[config.mk]
export PLATFORM = sky130hd
export DESIGN_NAME = tracklet_projector
export DESIGN_NICKNAME = d
export VERILOG_FILES = /design/src/rtl/tracklet_projector.sv
export SDC_FILE = /design/constraint.sdc
export NUM_CORES = 1
export LEC_CHECK = 0
export ABC_AREA = 1
export CAP_MARGIN = 10
export CORE_ASPECT_RATIO = 1.5
export CORE_MARGIN = 2
export CORE_UTILIZATION = 55
export DETAILED_ROUTE_END_ITERATION = 8
export GPL_TIMING_DRIVEN = 0
export PLACE_DENSITY = 0.79
export SLEW_MARGIN = 20
export SYNTH_ARGS = -nofsm -noshare
export SYNTH_HDL_FRONTEND = slang
export SYNTH_SLANG_ARGS = --single-unit
export TNS_END_PERCENT = 30
[constraint.sdc]
create_clock -name clk -period 8.2 [get_ports clk]
set_clock_uncertainty 0.15 [all_clocks]
set_input_delay 0.82 -clock clk [delete_from_list [all_inputs] [get_ports clk]]
set_output_delay 0.82 -clock clk [all_outputs]
set_load 0.005 [all_outputs]
[src/rtl/tracklet_projector.sv]
// rtl/tracklet_projector.sv - streams tracklets and projects each onto NUM_LAYERS radii
// One shared 4-stage arithmetic pipe; the layer tag rides along with the data.
module tracklet_projector #(
  parameter int NUM_LAYERS = 2,
  parameter logic [16*NUM_LAYERS-1:0] RPROJ_LIST = {16'h86a, 16'hc4e},
  parameter int ADDR_BITS = 6,
  parameter int PHI_BITS = 14,
  parameter int Z_BITS = 12,
  parameter int PHID_BITS = 9,
  parameter int ZD_BITS = 9,
  parameter int PHI_SHIFT = 10,
  parameter int Z_SHIFT = 12
) (
  input  logic                                        clk,
  input  logic                                        reset,
  input  logic                                        start,
  input  logic [ADDR_BITS:0]                          num_tracklets,
  output logic [ADDR_BITS-1:0]                        read_tracklet,
  output logic                                        rd_en,
  input  logic [53:0]                                 tracklet,
  output logic                                        proj_valid,
  output logic [1:0]                                  proj_layer,
  output logic [ADDR_BITS-1:0]                        write_projection,
  output logic [PHI_BITS+Z_BITS+PHID_BITS+ZD_BITS:0]  projection_calc,
  output logic                                        busy,
  output logic                                        done
);

  typedef logic signed [39:0] wide_t;
  typedef enum logic [1:0] {IDLE, ISSUE, DRAIN} state_t;

  localparam logic [ADDR_BITS:0] MAX_N = {1'b1, {ADDR_BITS{1'b0}}};

  state_t state, state_n;
  logic [ADDR_BITS-1:0] t, t_n, last_t, last_t_n;
  logic [1:0] lcnt, lcnt_n;
  logic busy_n, done_n, accept, pipe_empty;
  logic [ADDR_BITS:0] num_c;

  logic [15:0] radius [4];
  for (genvar k = 0; k < 4; k++) begin : g_radius
    if (k < NUM_LAYERS) begin : g_used
      assign radius[k] = RPROJ_LIST[16*k +: 16];
    end else begin : g_unused
      assign radius[k] = '0;
    end
  end

  assign num_c = (num_tracklets > MAX_N) ? MAX_N : num_tracklets;
  assign rd_en = (state == ISSUE);
  assign read_tracklet = t;

  always_comb begin
    state_n  = state;
    t_n      = t;
    lcnt_n   = lcnt;
    last_t_n = last_t;
    busy_n   = busy;
    done_n   = 1'b0;
    accept   = 1'b0;
    case (state)
      IDLE: if (start) begin
        accept = 1'b1;
        if (num_tracklets == '0) begin
          done_n = 1'b1;
        end else begin
          state_n  = ISSUE;
          busy_n   = 1'b1;
          t_n      = '0;
          lcnt_n   = '0;
          last_t_n = ADDR_BITS'(num_c - 1'b1);
        end
      end
      ISSUE: begin
        if (lcnt == 2'(NUM_LAYERS - 1)) begin
          lcnt_n = '0;
          if (t == last_t) state_n = DRAIN;
          else t_n = t + 1'b1;
        end else begin
          lcnt_n = lcnt + 2'd1;
        end
      end
      DRAIN: if (pipe_empty) begin
        done_n  = 1'b1;
        busy_n  = 1'b0;
        state_n = IDLE;
      end
      default: state_n = IDLE;
    endcase
  end

  always_ff @(posedge clk or posedge reset) begin
    if (reset) begin
      state  <= IDLE;
      t      <= '0;
      lcnt   <= '0;
      last_t <= '0;
      busy   <= 1'b0;
      done   <= 1'b0;
    end else begin
      state  <= state_n;
      t      <= t_n;
      lcnt   <= lcnt_n;
      last_t <= last_t_n;
      busy   <= busy_n;
      done   <= done_n;
    end
  end

  // p0 marks the cycle the memory presents data; s1..s3 are the arithmetic stages
  logic p0_v, s1_v, s2_v, s3_v;
  logic [1:0] p0_layer, s1_layer, s2_layer, s3_layer;
  logic [15:0] s1_r;
  logic signed [13:0] s1_irinv, s2_irinv;
  logic [16:0] s1_iphi0, s2_iphi0;
  logic signed [9:0] s1_iz0, s2_iz0;
  logic signed [12:0] s1_it, s2_it;
  wide_t s2_pphi, s2_pz, s3_phi, s3_z, s3_pd, s3_zd;

  assign pipe_empty = !(p0_v || s1_v || s2_v || s3_v);

  always_ff @(posedge clk or posedge reset) begin
    if (reset) begin
      p0_v     <= 1'b0;
      s1_v     <= 1'b0;
      s2_v     <= 1'b0;
      s3_v     <= 1'b0;
      p0_layer <= '0;
    end else begin
      p0_v     <= rd_en;
      p0_layer <= lcnt;
      s1_v     <= p0_v;
      s2_v     <= s1_v;
      s3_v     <= s2_v;
    end
  end

  always_ff @(posedge clk) begin
    s1_layer <= p0_layer;
    s1_r     <= radius[p0_layer];
    s1_irinv <= tracklet[53:40];
    s1_iphi0 <= tracklet[39:23];
    s1_iz0   <= tracklet[22:13];
    s1_it    <= tracklet[12:0];

    s2_layer <= s1_layer;
    s2_pphi  <= wide_t'($signed({1'b0, s1_r})) * wide_t'(s1_irinv);
    s2_pz    <= wide_t'($signed({1'b0, s1_r})) * wide_t'(s1_it);
    s2_irinv <= s1_irinv;
    s2_iphi0 <= s1_iphi0;
    s2_iz0   <= s1_iz0;
    s2_it    <= s1_it;

    s3_layer <= s2_layer;
    s3_phi   <= wide_t'({1'b0, s2_iphi0}) - (s2_pphi >>> PHI_SHIFT);
    s3_z     <= wide_t'(s2_iz0) + (s2_pz >>> Z_SHIFT);
    s3_pd    <= -(wide_t'(s2_irinv) >>> 5);
    s3_zd    <= wide_t'(s2_it) >>> 4;
  end

  function automatic wide_t sat(input wide_t v, input int bits);
    wide_t hi, lo;
    hi = (wide_t'(1) <<< (bits - 1)) - wide_t'(1);
    lo = -hi - wide_t'(1);
    if (v > hi) return hi;
    if (v < lo) return lo;
    return v;
  endfunction

  wide_t phi_s, z_s, pd_s, zd_s;
  logic ovf;
  assign phi_s = sat(s3_phi, PHI_BITS);
  assign z_s   = sat(s3_z, Z_BITS);
  assign pd_s  = sat(s3_pd, PHID_BITS);
  assign zd_s  = sat(s3_zd, ZD_BITS);
  assign ovf   = (phi_s != s3_phi) || (z_s != s3_z) || (pd_s != s3_pd) || (zd_s != s3_zd);

  logic [ADDR_BITS-1:0] wp [4];

  always_ff @(posedge clk or posedge reset) begin
    if (reset) begin
      proj_valid       <= 1'b0;
      proj_layer       <= '0;
      write_projection <= '0;
      projection_calc  <= '0;
      for (int k = 0; k < 4; k++) wp[k] <= '0;
    end else begin
      proj_valid <= s3_v;
      if (accept) begin
        for (int k = 0; k < 4; k++) wp[k] <= '0;
      end else if (s3_v) begin
        proj_layer       <= s3_layer;
        write_projection <= wp[s3_layer];
        wp[s3_layer]     <= wp[s3_layer] + 1'b1;
        projection_calc  <= {ovf, PHI_BITS'(phi_s), Z_BITS'(z_s), PHID_BITS'(pd_s), ZD_BITS'(zd_s)};
      end
    end
  end

endmodule

==> flow_metrics.tcl <==
set metrics [dict create \
    synth_flop_cell "dfxtp_1" \
    syn_area_um2 21000 \
    slowest_delay_ps 580 \
    tightest_slew_ps 731 \
    yosys.cell_types.count 42 \
    cts.sinks 327 \
    fin_nets 3167 \
    layout_setup_ws_ps 2110 \
    grt_pass1_wl_mm 81.3 \
    ant_nets 0 \
    syn_inst 2524 \
    hold_buffers 0 \
    slowest_stage "fa_1" \
    clockBufferDepth 3 \
    antenna_found_initial 0 \
    critPathCaptureType "flip-flop" \
    avgSynthCellArea_um2 8.31 \
    startpoint_type "flip-flop" \
    slew_headroom 0.513 \
    grt_pass1_vias 17200 \
    area_growth_pct 14.3 \
    max_freq_mhz 164 \
    cts_tree "done" \
    timing.critical_path.mode_cell "fa_1" \
    h-tree-depth 1 \
    drive_gt1_frac 0.0332 \
    ys_async_sr_fraction 0.312 \
    fin_setup_tns_ps 0 \
    root_buffer "clkbuf_16" \
    cts_setup_buffers 0 \
    synth_fp_nets 3007 \
    start_util 0.558 \
    fill_cells 3163 \
    synth-seq-cells 327 \
    place_ws_ps 2190 \
    period_minus_slack_ps 6090 \
    rsz0062_at_grt "no" \
    synth-seq-area-share 0.336 \
    worstHoldPathType "flip-flop to flip-flop" \
    io_buffers 126 \
    via_count 16700 \
    path_class "flip-flop to flip-flop" \
    fin_crit_sh 0.742 \
    crit_fanout 10 \
    setup_violations 0 \
    wl_per_cell_um 15.4 \
    vias_per_cell 5.23 \
    hold_violations 0 \
    synth_enable_flop_cells 0 \
    dieArea_um2 39700 \
    io_pins 127 \
    diodes 0 \
    hp-start "s1_iphi0[2]" \
    grtUsageTotal 0.254 \
    first_iter_violations 956 \
    drv_slew 0 \
    clock_latency_ps 570 \
    dpl.hpwl_mm 41.2 \
    cp.required_ps 8510 \
    cts_buffers 31 \
    routed_wl_mm 49.3 \
    cap_violations 0 \
    grt_max_degree 84 \
    cp-startpoint "s1_r[6]" \
    row_count 87 \
    first_pass_iters 7 \
    overflow 0 \
    ys.warnings.count 0 \
    reg2reg_from "s1_r[6]" \
    ctsResizeCount 0 \
    fp.coreArea_um2 37600 \
    cp.arrival_ps 6400 \
    die_w_um 163 \
    drc 0 \
    gp_congestion 0.967 \
    die_y_um 243 \
    path_cells "buf_4, clkbuf_1, nor2_1, fa_1, inv_1, fa_1, inv_1, fa_1, inv_1, fa_1, inv_1, fa_1, ha_1, ha_1, nand2_1, nor4_1, nand3_1, nand4_1, nand2_1" \
    clkTransAtPathRegs_ps 70 \
    status "completed" \
]
[through the flow]
step           std cells  utilization  hold WS, ps  instance area (µm²)
3_5_place_dp        3140        0.609          162                22900
5_1_grt             3196        0.638          181                24000
6_report            3196        0.638          174                24000
3_3_place_gp        3139        0.608          161                22800
4_1_cts             3196        0.638          175                24000
2_1_floorplan       2524            -          160                21000
[synthesized netlist by cell type, types with 9 or more instances]
master    number  share of area
o211ai_1      10         0.0036
nor2_1       182          0.033
buf_2         10         0.0024
o21a_1        13         0.0047
nand3_1       90          0.021
xor2_1        42          0.018
a21oi_1      120          0.029
inv_1        478          0.086
nand2_1      538          0.096
ha_1         312           0.19
fa_1         107           0.10
dfrtp_1      102           0.12
nand4_1       30         0.0089
dfxtp_1      225           0.21
xnor2_1       20         0.0084
o21ai_0      118          0.028
a21o_1         9         0.0032
nor3_1        34         0.0081
clkbuf_1      16         0.0029
[final cells by class]
type | count | area [µm²] | area share
multi-input cells | 1687 | 12000 | 0.500
flip-flops and latches | 327 | 7060 | 0.294
well taps | 489 | 612 | 0.0255
inverters | 482 | 1810 | 0.0757
repair buffers | 127 | 1290 | 0.0538
clock inverters | 19 | 223 | 0.00929
plain buffers | 28 | 125 | 0.00522
clock buffers | 37 | 871 | 0.0363
[kinds of logic (layout without fill, tap and decap cells)]
group | Yosys count | in the layout | share of synthesized area
AO/OA/AOI/OAI | 304 | 304 | 0.0808
XOR/XNOR | 62 | 62 | 0.0259
adder cells (fa/ha/maj) | 419 | 419 | 0.288
buffers and inverters | 510 | 693 | 0.0922
flip-flops | 327 | 327 | 0.336
AND/OR/NAND/NOR | 902 | 902 | 0.176
[layout by cell type, fill, tap and decap left out, types with 33 or more instances in the layout]
| cell | Yosys | routed |
|---|---|---|
| clkbuf_16 | 0 | 33 |
| dfrtp_1 | 102 | 102 |
| dfxtp_1 | 225 | 225 |
| ha_1 | 312 | 312 |
| nor3_1 | 34 | 34 |
| fa_1 | 107 | 107 |
| o21ai_0 | 118 | 118 |
| inv_1 | 478 | 477 |
| nor2_1 | 182 | 182 |
| clkdlybuf4s50_1 | 0 | 126 |
| a21oi_1 | 120 | 120 |
| xor2_1 | 42 | 42 |
| nand3_1 | 90 | 90 |
| nand2_1 | 538 | 538 |
[layer usage]
| layer | share of wire | track usage | vias up |
|---|---|---|---|
| li1 | - | - | 8310 |
| met1 | 0.39 | 0.279 | 7817 |
| met2 | 0.53 | 0.491 | 448 |
| met3 | 0.038 | 0.0234 | 126 |
| met4 | 0.042 | 0.102 | 0 |
| met5 | 0 | 0 | - |
[final timing paths]
check | end | slack [ps] | cells after the start
min | s2_iphi0[2] | 170 | 0
max in group asynchronous | projection_calc[7] | 6830 | 3
max reg2reg | s2_pz[27] | 2110 | 19
max | s2_pz[27] | 2110 | 19
min reg2reg | s2_iphi0[2] | 170 | 0
min in group asynchronous | read_tracklet[2] | 410 | 2
[critical path, delay by kind of cell (launching register included)]
| kind | cells | cell delay, ps |
|---|---|---|
| adders and majority gates | 7 | 3330 |
| buffers and inverters | 6 | 870 |
| DFF | 1 | 310 |
| and+or+nand+nor | 6 | 1320 |
[state kept, by name (all words and copies together) (netlist names), 9 cells and up]
| name | count |
|---|---|
| s1_irinv | 14 |
| s1_it | 13 |
| s2_it | 9 |
| s3_z | 19 |
| wp | 24 |
| s2_irinv | 9 |
| s2_iphi0 | 17 |
| s1_iphi0 | 17 |
| projection_calc | 45 |
| s2_pphi | 21 |
| s1_iz0 | 10 |
| s3_pd | 28 |
| s3_phi | 22 |
| s2_iz0 | 10 |
| s3_zd | 9 |
| s2_pz | 18 |
Power is left out: the tool's default activity adds up to more than one toggle a clock period on the data nets, which glitch-free logic cannot reach.
